### src/rtl/uart_pkg.sv
// Shared definitions for the memory-mapped UART transmitter: register offsets,
// STATUS bit positions and serializer state encodings.
`timescale 1ns/1ps
package uart_pkg;

  localparam logic [1:0] REG_TXDATA  = 2'd0;
  localparam logic [1:0] REG_STATUS  = 2'd1;
  localparam logic [1:0] REG_BAUDDIV = 2'd2;

  localparam int ST_BUSY  = 0;
  localparam int ST_FULL  = 1;
  localparam int ST_EMPTY = 2;
  localparam int ST_OVF   = 3;

  typedef enum logic [1:0] {
    S_IDLE  = 2'd0,
    S_START = 2'd1,
    S_DATA  = 2'd2,
    S_STOP  = 2'd3
  } tx_state_t;

  // A programmed divider of zero would stall the bit timer, so it runs as 1.
  function automatic logic [15:0] eff_div(input logic [15:0] div);
    return (div == 16'd0) ? 16'd1 : div;
  endfunction

endpackage

### src/rtl/byte_fifo.sv
// Byte-wide FIFO with registered pointers and a separate occupancy counter.
// A push while full or a pop while empty is ignored.
`timescale 1ns/1ps
module byte_fifo #(
  parameter int DEPTH = 8
) (
  input  logic                     clk,
  input  logic                     rst,
  input  logic                     push,
  input  logic [7:0]               din,
  input  logic                     pop,
  output logic [7:0]               dout,
  output logic                     full,
  output logic                     empty,
  output logic [$clog2(DEPTH):0]   level
);

  localparam int AW = $clog2(DEPTH);

  logic [7:0]    mem [DEPTH];
  logic [AW-1:0] wr_ptr;
  logic [AW-1:0] rd_ptr;
  logic          push_ok;
  logic          pop_ok;

  assign full    = (level == (AW+1)'(DEPTH));
  assign empty   = (level == '0);
  assign push_ok = push && !full;
  assign pop_ok  = pop && !empty;
  assign dout    = mem[rd_ptr];

  always_ff @(posedge clk) begin
    if (push_ok) mem[wr_ptr] <= din;
  end

  always_ff @(posedge clk or posedge rst) begin
    if (rst) begin
      wr_ptr <= '0;
      rd_ptr <= '0;
      level  <= '0;
    end else begin
      if (push_ok) wr_ptr <= wr_ptr + AW'(1);
      if (pop_ok)  rd_ptr <= rd_ptr + AW'(1);
      case ({push_ok, pop_ok})
        2'b10:   level <= level + (AW+1)'(1);
        2'b01:   level <= level - (AW+1)'(1);
        default: level <= level;
      endcase
    end
  end

endmodule

### src/rtl/uart_tx_mmio.sv
// Memory-mapped 8N1 UART transmitter: register window decode, TX FIFO,
// programmable bit timer and serializer FSM driving a registered tx line.
`timescale 1ns/1ps
module uart_tx_mmio
  import uart_pkg::*;
#(
  parameter logic [31:0] BASE_ADDR   = 32'h1000_0000,
  parameter int          FIFO_DEPTH  = 8,
  parameter logic [15:0] DEFAULT_DIV = 16'd104
) (
  input  logic        clk,
  input  logic        rst,
  input  logic [31:0] data_addr,
  input  logic [31:0] data_wr,
  input  logic [3:0]  data_wr_en,
  output logic [31:0] data_rd,
  output logic        sel,
  output logic        tx,
  output logic        tx_idle
);

  localparam int LW = $clog2(FIFO_DEPTH) + 1;

  logic [1:0]    off;
  logic          wr_cycle;
  logic          fifo_push;
  logic          fifo_pop;
  logic [7:0]    fifo_dout;
  logic          fifo_full;
  logic          fifo_empty;
  logic [LW-1:0] fifo_level;
  logic          ovf_set;
  logic          ovf_clr;
  logic          overflow;
  logic [15:0]   baud_div;
  logic [15:0]   div_m1;
  logic [31:0]   status_word;
  logic          busy;
  logic          unused_ok;

  tx_state_t   state, state_n;
  logic [15:0] baud_cnt, baud_cnt_n;
  logic [2:0]  bit_cnt, bit_cnt_n;
  logic [7:0]  shift, shift_n;
  logic        tx_n;
  logic        tick;

  assign unused_ok = &{1'b0, data_addr[1:0], data_wr[31:16]};

  assign sel       = (data_addr[31:4] == BASE_ADDR[31:4]);
  assign off       = data_addr[3:2];
  assign wr_cycle  = sel && (data_wr_en != 4'd0);
  assign fifo_push = wr_cycle && (off == REG_TXDATA) && data_wr_en[0];
  // Full is judged on the pre-edge level, so a same-edge pop cannot rescue the push.
  assign ovf_set   = fifo_push && fifo_full;
  assign ovf_clr   = wr_cycle && (off == REG_STATUS) && data_wr_en[0] && data_wr[ST_OVF];
  assign busy      = (state != S_IDLE);
  assign div_m1    = eff_div(baud_div) - 16'd1;
  assign tick      = (baud_cnt == 16'd0);

  byte_fifo #(.DEPTH(FIFO_DEPTH)) u_fifo (
    .clk   (clk),
    .rst   (rst),
    .push  (fifo_push),
    .din   (data_wr[7:0]),
    .pop   (fifo_pop),
    .dout  (fifo_dout),
    .full  (fifo_full),
    .empty (fifo_empty),
    .level (fifo_level)
  );

  always_ff @(posedge clk or posedge rst) begin
    if (rst) begin
      baud_div <= DEFAULT_DIV;
      overflow <= 1'b0;
      tx_idle  <= 1'b1;
    end else begin
      if (wr_cycle && (off == REG_BAUDDIV)) begin
        if (data_wr_en[0]) baud_div[7:0]  <= data_wr[7:0];
        if (data_wr_en[1]) baud_div[15:8] <= data_wr[15:8];
      end
      overflow <= ovf_set || (overflow && !ovf_clr);
      tx_idle  <= (state == S_IDLE) && fifo_empty;
    end
  end

  always_ff @(posedge clk or posedge rst) begin
    if (rst) begin
      state    <= S_IDLE;
      baud_cnt <= '0;
      bit_cnt  <= '0;
      shift    <= '0;
      tx       <= 1'b1;
    end else begin
      state    <= state_n;
      baud_cnt <= baud_cnt_n;
      bit_cnt  <= bit_cnt_n;
      shift    <= shift_n;
      tx       <= tx_n;
    end
  end

  // The bit timer reloads from BAUDDIV only at bit boundaries, so a divider
  // change mid-frame first shapes the following bit.
  always_comb begin
    state_n    = state;
    baud_cnt_n = baud_cnt;
    bit_cnt_n  = bit_cnt;
    shift_n    = shift;
    tx_n       = tx;
    fifo_pop   = 1'b0;
    if (state != S_IDLE && !tick) baud_cnt_n = baud_cnt - 16'd1;
    case (state)
      S_IDLE: begin
        if (!fifo_empty) begin
          fifo_pop   = 1'b1;
          state_n    = S_START;
          shift_n    = fifo_dout;
          baud_cnt_n = div_m1;
          tx_n       = 1'b0;
        end
      end
      S_START: begin
        if (tick) begin
          state_n    = S_DATA;
          baud_cnt_n = div_m1;
          bit_cnt_n  = 3'd0;
          tx_n       = shift[0];
        end
      end
      S_DATA: begin
        if (tick) begin
          baud_cnt_n = div_m1;
          if (bit_cnt == 3'd7) begin
            state_n = S_STOP;
            tx_n    = 1'b1;
          end else begin
            bit_cnt_n = bit_cnt + 3'd1;
            shift_n   = {1'b0, shift[7:1]};
            tx_n      = shift[1];
          end
        end
      end
      S_STOP: begin
        if (tick) begin
          if (!fifo_empty) begin
            fifo_pop   = 1'b1;
            state_n    = S_START;
            shift_n    = fifo_dout;
            baud_cnt_n = div_m1;
            tx_n       = 1'b0;
          end else begin
            state_n = S_IDLE;
            tx_n    = 1'b1;
          end
        end
      end
      default: state_n = S_IDLE;
    endcase
  end

  always_comb begin
    status_word           = '0;
    status_word[ST_BUSY]  = busy;
    status_word[ST_FULL]  = fifo_full;
    status_word[ST_EMPTY] = fifo_empty;
    status_word[ST_OVF]   = overflow;
    status_word[15:8]     = 8'(fifo_level);
  end

  always_comb begin
    data_rd = '0;
    if (sel) begin
      case (off)
        REG_STATUS:  data_rd = status_word;
        REG_BAUDDIV: data_rd = {16'd0, baud_div};
        default:     data_rd = '0;
      endcase
    end
  end

endmodule

### config.mk
export PLATFORM = sky130hd
export DESIGN_NAME = uart_tx_mmio
export DESIGN_NICKNAME = d
export VERILOG_FILES = /design/src/rtl/uart_pkg.sv /design/src/rtl/byte_fifo.sv /design/src/rtl/uart_tx_mmio.sv
export SDC_FILE = /design/constraint.sdc
export NUM_CORES = 1
export LEC_CHECK = 0
export ABC_CLOCK_PERIOD_IN_PS = 2600
export BUFFER_PORTS_ARGS = -buffer_cell sky130_fd_sc_hd__buf_2
export CAP_MARGIN = 20
export CORE_ASPECT_RATIO = 1.5
export CORE_MARGIN = 1.5
export CORE_UTILIZATION = 51
export CTS_CLUSTER_SIZE = 30
export DETAILED_ROUTE_END_ITERATION = 10
export GPL_TIMING_DRIVEN = 1
export MAX_ROUTING_LAYER = met4
export PLACE_DENSITY = 0.76
export REMOVE_ABC_BUFFERS = 1
export SETUP_SLACK_MARGIN = 0.15
export SLEW_MARGIN = 25
export SYNTH_ARGS = -nofsm -noshare
export SYNTH_HDL_FRONTEND = slang
export SYNTH_SLANG_ARGS = --single-unit
### constraint.sdc
create_clock -name clk -period 2.6 [get_ports clk]
set_input_delay 0.13 -clock clk [delete_from_list [all_inputs] [get_ports clk]]
set_output_delay 0.13 -clock clk [all_outputs]
set_load 0.1 [all_outputs]
# Word-level counts from Yosys, hierarchy flattened
# Memories as Yosys holds them, arrays and structs flattened.
# Index checks and enable logic that the tools add are counted.
totals:
  input_bits: 70
  output_inout_bits: 35
  wordCells: 108
  ramBits: 64
  n_memories: 1
  ff_bits: 58
op_classes:
  reduce_logical: 35
  muxes: 37
  eq_ne: 16
  addsub: 7
memory_table:
  columns: ["memory", "words", "width", "read_ports", "rd_clocked_by_memory_dff", "wr", "line", "source"]
  rows:
  - ["u_fifo.mem", 8, 8, 1, 0, 1, "byte_fifo.sv:20", "logic [7:0] mem [DEPTH];"]
op_table:
  columns: ["op", "count"]
  rows:
  - ["$mux 16", 6]
  - ["$pmux 16 s3", 1]
  - ["$logic_not 16->1", 2]
  - ["$mux 8", 4]
  - ["$pmux 16 s2", 1]
  - ["$sub 16x1->16 const B", 2]
  - ["$eq 28x25->1 const B", 1]
  - ["$pmux 8 s3", 1]
  - ["$logic_and 1x1->1", 13]
  - ["$ne 2x2->1 const B", 6]
  - ["$reduce_and 4->1", 3]
  - ["$mux 1", 11]
  - ["$mux 2", 5]
  - ["$add 3x1->3 const B", 3]
  - ["$mux 3", 3]
  - ["$eq 2x2->1 const B", 4]
  - ["$pmux 2 s4", 1]
  - ["$pmux 4 s2", 1]
  - ["$eq 2x1->1 const B", 3]
  - ["$pmux 3 s2", 1]
  - ["$reduce_bool 2->1", 3]
  - ["$reduce_and 5->1", 1]
  - ["$add 4x1->4 const B", 1]
  - ["$eq 4x4->1 const B", 1]
  - ["12 further kinds", 17]

# Longest topological paths before layout
# Gate-level depths: netlist of the first run.
depth:
  word_depth: 8
  ltp_mapped: 14
  depth_no_buf: 13

# Hierarchy
# Synthesis of the first run repeated with hierarchy kept, for this count alone.
hier_totals:
  hier_cells: 527
  area_unflattened_um2: 6590.1
by_module_without_submodules:
  columns: ["module", "seq_area_each_um2", "instances", "area_per_inst_um2", "cells_per_inst"]
  rows:
  - ["uart_tx_mmio", 1207.4, 1, 3454.6, 366]
  - ["byte_fifo", 2172.1, 1, 3135.5, 161]

# Worst setup path after synthesis of the first run
# No wires, ideal clock.
synth_timing:
  path_type: "input port to output port"
  start: "in data_addr[14]"
  end: "out data_rd[0]"
  required_time_ns: 2.470
  path_buffers: 0
  path_slack_ns: -1.279
  t_arrival_ns: 3.749
  path_stages: 5
  path_cell_list: "nor4_1 -> nand4_1 -> nor2_1 -> nand2_1 -> nor2_1"
synth_between:
  elab_chain_len: 2
synth_lines:
  columns: ["item", "line", "source"]
  rows:
  - ["start, declared", "uart_tx_mmio.sv:13", "input logic [31:0] data_addr,"]
  - ["$eq 28x25->1", "uart_tx_mmio.sv:50", "assign sel = (data_addr[31:4] == BASE_ADDR[31:4]);"]
  - ["named net sel", "uart_tx_mmio.sv:17", "output logic sel,"]
  - ["$mux 16", "uart_tx_mmio.sv:174", "if (sel) begin"]
  - ["end, declared", "uart_tx_mmio.sv:16", "output logic [31:0] data_rd,"]
# The timed path passes the listed nets, and every way through them passes these cells.

# Final worst setup path of the first run
layout_timing:
  start: "reg baud_cnt[0]"
  end: "reg u_fifo.level[3]"
layout_between:
  elab_chain_len: 6
  word_cells_on_any_way: 8
  classes_between: "eq/ne (2); mux (3); reduce/logical (3)"
layout_lines:
  columns: ["item", "line", "source"]
  rows:
  - ["start, declared", "uart_tx_mmio.sv:42", "logic [15:0] baud_cnt, baud_cnt_n;"]
  - ["start signal, assigned", "uart_tx_mmio.sv:97", "baud_cnt <= baud_cnt_n;"]
  - ["$logic_not 16->1 *", "uart_tx_mmio.sv:59", "assign tick = (baud_cnt == 16'd0);"]
  - ["$mux 1 *", "uart_tx_mmio.sv:146", "if (tick) begin"]
  - ["$pmux 1 s2 *", "uart_tx_mmio.sv:114", "case (state)"]
  - ["$logic_and 1x1->1 *", "byte_fifo.sv:29", "assign pop_ok = pop && !empty;"]
  - ["named net u_fifo.pop_ok", "byte_fifo.sv:24", "logic pop_ok;"]
  - ["$eq 2x1->1 / $eq 2x2->1 (equally long branches)", "byte_fifo.sv:44", "case ({push_ok, pop_ok})"]
  - ["$pmux 4 s2 / $reduce_bool 2->1 (equally long branches)", null, null]
  - ["end signal, assigned", "byte_fifo.sv:45", "2'b10: level <= level + (AW+1)'(1);"]
  - ["end signal, assigned", "byte_fifo.sv:46", "2'b01: level <= level - (AW+1)'(1);"]
  - ["end signal, assigned", "byte_fifo.sv:47", "default: level <= level;"]
  - ["end, declared", "byte_fifo.sv:15", "output logic [$clog2(DEPTH):0] level"]
# The timed path passes the listed nets; every way through them passes the cells marked *.
# A chain may end at the register's enable or synchronous reset.

==> impl_metrics.toml, run 1 <==
[outcome]
status = "finished with violations"
failed_checks = "setup timing"

[layout]
instances_no_fill = 855
diodes = 0
multi_input_area_um2 = 2983
fin_area_um2 = 8268
drive_gt1_share_pct = 33.62
area_growth_syn_to_layout_pct = 27.42
fin_util_pct = 66.41
fillers = 846
seqCellArea_um2 = 3381
final_nets = 774

[routing]
drtIter0Drc = 305
viasPerCell = 5.850
dr.pass1.iters = 5
ant_nets = 0
routed-via-count = 5002
drc = 0
drt-total-wl_mm = 15.96
wl_per_cell_um = 18.67

[floorplan]
die_h_um = 141.1
start_util_pct = 52.12
die_x_um = 95.10
die_area_um2 = 13420
core_um2 = 12450
num_rows = 50
io_pins = 105

[place]
gp_congestion = 0.9470
dpl_cell_area_um2 = 7378
dp.cells = 808
numPortBuffers = 68
dp_hpwl_mm = 11.28

[global_route]
antenna_found_initial = 0
grt_overflow = 0
grt_pass1_vias = 5047
grt_max_degree = 40
grt.total_usage_pct = 25.72
grt_pass1_wl_mm = 25.21

[timing]
finalWorstSetupSlack_ns = -0.008205
skew_ns = 0.006888
grt_setup_unrepaired = "yes"
whs_ns = 0.02234
slew_headroom_pct = 42.81
hold_viol = 0
post-route-period-util_pct = 100.3
setup_total_negative_slack_ns = -0.008205
max_freq_mhz = 383.4
setup_viol = 1
final_max_slew_viol_count = 0
min_period_ns = 2.608
worstMarginPinSlew_ns = 0.8566

[setup_path]
critical_path_class = "flip-flop to flip-flop"
critPathArrivalTime_ns = 2.91
endpoint_kind = "flip-flop"
critPathMaxFanout = 2
crit_required_ns = 2.90
crit_path_start_kind = "flip-flop"
regToRegSetupSlack_ns = -0.008
crit_start = "baud_cnt[0]"
reg2reg_from = "baud_cnt[0]"
r2r-end = "u_fifo.level[3]"
reg2reg_depth = 13

[synthesis]
synth.top_cells.by_count = "edfxtp_1, dfrtp_1, nor2_1"
syn_avg_cell_area_um2 = 12.20
synth_area_um2 = 6489
synth_top_area_share_pct = 29.62
netlist_instances = 532
seq_area_frac_synth_pct = 52.08
synth_edf_count = 64
async_flop_share_pct = 47.54
ys_ff_latch = 122
synth_ff_type = "edfxtp_1"
synth.area.top_cells = "edfxtp_1, dfrtp_1, mux4_2"
synth.most_common_cell = "edfxtp_1"
yosysTopAreaCell = "edfxtp_1"
synth_cell_types = 67
synth_warnings = 0

[clocking]
cts_sinks = 122
numCtsBuffers = 17
cts_tree = "done"
clk_pin_slew_ns = 0.06
clock_latency_ns = 0.42
cts_root_buffer = "clkbuf_16"
htree_levels = 4
cts_max_path_buffers = 2

[hold_path]
holdCritPathClass = "primary input to flip-flop"
min_from = "data_wr[5]"
min_to = "u_fifo.mem[7][5]"
hold_depth = 1

[pwr]
peakVddDrop_v = 0.0005405
seqPwrFrac_pct = 45.5
swShare_pct = 25.90
clkPwrFrac_pct = 48.9
power.density_nw_per_um2 = 561.2
p_switching_uw = 1202
p_comb_share_pct = 5.6
internal-power_uw = 3438
leakage_uw = 0.003506

[run]
cap_viol_max_count = 0
[kinds of logic (layout without fill, tap and decap cells)]
logic type	after synthesis	count (layout)	share of synthesized area [%]
AOI/OAI and AO/OA	90	90	9.352
adders and majority gates	18	18	3.587
xor gates and xnor gates	24	24	3.240
and+or+nand+nor	166	166	14.65
buffers and inverters	57	209	5.129
DFF	122	122	52.08
other	1	16	0.05779
muxes	54	54	11.90
[per-layer routing]
metal / global-route usage, % / wire length, um / vias to the layer above / share of wire [%]
met1: 27.33 / 5850 / 2480 / 37
met4: 12.41 / 492 / 0 / 3.1
met2: 45.58 / 8962 / 182 / 56
li1: - / - / 2294 / -
met5: - / 0 / - / 0
met3: 3.776 / 654 / 46 / 4.1
[how the worst max path moves through the flow]
stage               cells after the start         endpoint  slack [ns]
global route                           13  u_fifo.level[3]       -0.13
floorplan                               5       data_rd[0]       -1.28
finish                                 13  u_fifo.level[3]      -0.008
global placement                       13  u_fifo.level[3]       -0.36
detailed placement                     13  u_fifo.level[3]       -0.36
CTS                                    13  u_fifo.level[3]       -0.09
[through the flow]
stage	setup WS [ns]	power, uW
4_1_cts	-0.08596	4659
3_3_place_gp	-0.3596	2375
3_5_place_dp	-0.3640	2391
5_1_grt	-0.1254	4765
6_report	-0.008205	4640
2_1_floorplan	-1.279	2302
[what timing repair did]
action	CTS	global route
buffers inserted	1	3
gates resized for setup	14	18
hold endpoints to repair	55	0
endpoints found under the setup margin	10	16
pin swaps	9	18
hold buffers	11	0
[critical path: stages, from the launching register on]
cell	delay [ns]
dfrtp_1	0.39
inv_2	0.08
ha_4	0.13
nor4b_4	0.24
and4_4	0.29
a21oi_4	0.07
nor3_4	0.17
ha_2	0.24
ha_4	0.20
a21o_1	0.19
a21oi_2	0.15
xnor2_1	0.12
nor2_1	0.07
xor2_1	0.15
[power groups by stage]
stage | clock network [uW] | logic (uW) | registers, uW
floorplan | 0 | 164 | 2140
global placement | 0 | 232 | 2140
detailed placement | 0 | 243 | 2150
CTS | 2290 | 255 | 2110
global route | 2370 | 279 | 2120
finish | 2270 | 259 | 2110
[cell type report]
cell class | instances | share of cell area [%]
sequential | 122 | 40.89
multi-input combinational | 368 | 36.08
timing repair buffer | 157 | 12.79
clock buffer | 17 | 5.145
tap | 156 | 2.361
clock inverter | 15 | 1.831
inverter | 20 | 0.9080
[cells in the final DEF (no fill, tap or decap), drive strengths merged, types with 16 or more instances in the layout]
cell,n
buf,146
mux2,25
conb,16
nor2,36
dfrtp,53
o21ai,25
nor4,20
clkbuf,17
mux4,16
ha,17
nand2,26
edfxtp,64
inv,31
nor3,22
[registers in the layout (all words and copies together) (netlist names)]
signal         count
u_fifo.mem        64
baud_cnt          16
baud_div          16
shift              8
u_fifo.level       4
bit_cnt            3
u_fifo.rd_ptr      3
u_fifo.wr_ptr      3
state              2
overflow           1
tx                 1
tx_idle            1
(Power assumes the default switching activity.)
==> run 2, diff against run 1 <==
--- a/config.mk
+++ b/config.mk
@@ -16,6 +16,7 @@
 export GPL_TIMING_DRIVEN = 1
 export MAX_ROUTING_LAYER = met4
 export PLACE_DENSITY = 0.76
+export RECOVER_POWER = 50
 export REMOVE_ABC_BUFFERS = 1
 export SETUP_SLACK_MARGIN = 0.15
 export SLEW_MARGIN = 25
==> run 2 against run 1 <==
Net effect: the flow finishes with violations (capacitance limit, slew limit, setup timing); combinational power hardly changed; count of clock-buffer cells in the layout stayed put; critical path depth stayed put; largest cell class unchanged; first-iteration DRC count is 13% higher; sequential power hardly changed; largest power group unchanged.
==> impl_metrics.toml, run 2 (same netlist as run 1, synthesis figures left out) <==
[pwr]
power.density_nw_per_um2 = 563.0
peakVddDrop_v = 0.0005431
leakage_uw = 0.003471

[timing]
grt_setup_unrepaired = "yes"
final_max_slew_viol_count = 40
max_freq_mhz = 383.9
skew_ns = 0.006818
whs_ns = 0.1168
post-route-period-util_pct = 100.2
worstMarginPinSlew_ns = 1.524
setup_viol = 1
finalWorstSetupSlack_ns = -0.004895
slew_headroom_pct = -1.694
min_period_ns = 2.605
hold_viol = 0

[floorplan]
io_pins = 105
start_util_pct = 52.12
num_rows = 50
die_area_um2 = 13420
core_um2 = 12450
die_h_um = 141.1
die_x_um = 95.10

[outcome]
failed_checks = "capacitance limit, slew limit, setup timing"
status = "finished with violations"

[layout]
area_growth_syn_to_layout_pct = 26.94
final_nets = 774
diodes = 0
fin_area_um2 = 8237
multi_input_area_um2 = 2977
largestRegisters = "u_fifo.mem (64), baud_cnt (16), baud_div (16)"
instances_no_fill = 855
largest_register_ff_count = 64
layout_commonest_cell = "buf_4"
drive_gt1_share_pct = 31.62
top_register = "u_fifo.mem"
final_cell_mix = "buf_4, edfxtp_1, buf_2"
fin_util_pct = 66.16
seqCellArea_um2 = 3381
fillers = 857

[global_route]
grt_overflow = 0
antenna_found_initial = 0
grt_pass1_wl_mm = 25.21
grt_pass1_vias = 5047
grt_max_degree = 40
grt.total_usage_pct = 25.72

[hold_path]
holdCritPathClass = "primary input to flip-flop"
hold_depth = 1

[routing]
drt-total-wl_mm = 16.06
drtIter0Drc = 345
drc = 0
viasPerCell = 5.853
dr.pass1.iters = 7
ant_nets = 0
wl_per_cell_um = 18.78
routed-via-count = 5004

[clocking]
cts_root_buffer = "clkbuf_16"
cts_sinks = 122
numCtsBuffers = 17
cts_tree = "done"
clock_latency_ns = 0.42
cts_max_path_buffers = 2
htree_levels = 4
clk_pin_slew_ns = 0.06

[place]
dp_hpwl_mm = 11.28
numPortBuffers = 68
gp_congestion = 0.9470
dpl_cell_area_um2 = 7378
dp.cells = 808

[setup_path]
critPathMaxFanout = 2
critPathArrivalTime_ns = 2.91
cpMaxStageDelayCell = "dfrtp_1"
slowest_delay_ns = 0.40
endpoint_kind = "flip-flop"
path_cells = "inv_2 -> ha_4 -> nor4b_4 -> and4_4 -> a21oi_4 -> nor3_4 -> ha_2 -> ha_4 -> a21o_1 -> a21oi_2 -> xnor2_1 -> nor2_1 -> xor2_1"
reg2reg_depth = 13
critical_path_class = "flip-flop to flip-flop"
cpMostUsedCell = "ha_4"
crit_required_ns = 2.91
crit_path_start_kind = "flip-flop"

[run]
cap_viol_max_count = 1
-- run 2: cell types whose count changed in the layout (fill, tap and decap cells not counted) --
cell,change
inv_2,-1
clkbuf_1,+12
nor4_2,-1
nor4_1,+1
inv_1,+1
clkbuf_2,+1
buf_4,-4
buf_2,-9
-- run 2: path summary, 6_finish.rpt --
path / to / slack (ns) / startpoint
worst min register to register: bit_cnt[1] / 0.50 / bit_cnt[1]
worst min-delay path: u_fifo.mem[7][5] / 0.12 / data_wr[5]
min in group asynchronous: shift[4] / 0.71 / rst
worst max register to register: u_fifo.level[3] / -0.005 / baud_cnt[0]
max in group asynchronous: baud_div[14] / 0.61 / rst
worst max-delay path: u_fifo.level[3] / -0.005 / baud_cnt[0]
-- run 2: repair_timing --
| item | in CTS | in global routing |
|---|---|---|
| resized for setup | 14 | 18 |
| setup endpoints to repair | 10 | 16 |
| hold endpoints to repair | 55 | 0 |
| hold buffers | 11 | 0 |
| pin swaps | 9 | 18 |
| buffers inserted | 1 | 3 |
-- run 2: layout make-up --
| cell class | count | area share [%] |
|---|---|---|
| Multi-Input combinational cell | 368 | 36.14 |
| Timing Repair Buffer | 157 | 12.53 |
| Inverter | 20 | 0.9114 |
| Tap cell | 156 | 2.370 |
| Sequential cell | 122 | 41.05 |
| Clock buffer | 17 | 5.165 |
| Clock inverter | 15 | 1.838 |
-- run 2: metal layers --
| layer | wire length [um] | part of all wire [%] | GRT usage (%) |
|---|---|---|---|
| met4 | 501 | 3.1 | 12.41 |
| met1 | 5815 | 36 | 27.33 |
| met3 | 737 | 4.6 | 3.776 |
| met5 | 0 | 0 | - |
| met2 | 9003 | 56 | 45.58 |
-- run 2: power breakdown --
group	total (uW)	internal, uW	switching [uW]
clock network	2270	1280	991
logic	256	74.7	181
registers	2110	2080	29.4
total	4640	3440	1200
-- run 2: per-stage QoR --
step                      power [uW]    TNS, ns  worst slack (ns)
after floorplan                 2302     -11.12            -1.279
after global placement          2375    -0.7248           -0.3596
after detailed placement        2391    -0.8065           -0.3640
after CTS                       4659    -0.1935          -0.08596
after global routing            4763    -0.1656           -0.1254
final                           4637  -0.004895         -0.004895
-- run 2: worst max-delay path, delay by kind of cell (launching register included) --
kind            cells  cell delay (ns)
buf+inv             1             0.08
xor+xnor            2             0.29
fa+ha+maj           3             0.57
compound gates      3             0.41
flops               1             0.40
simple gates        4             0.74
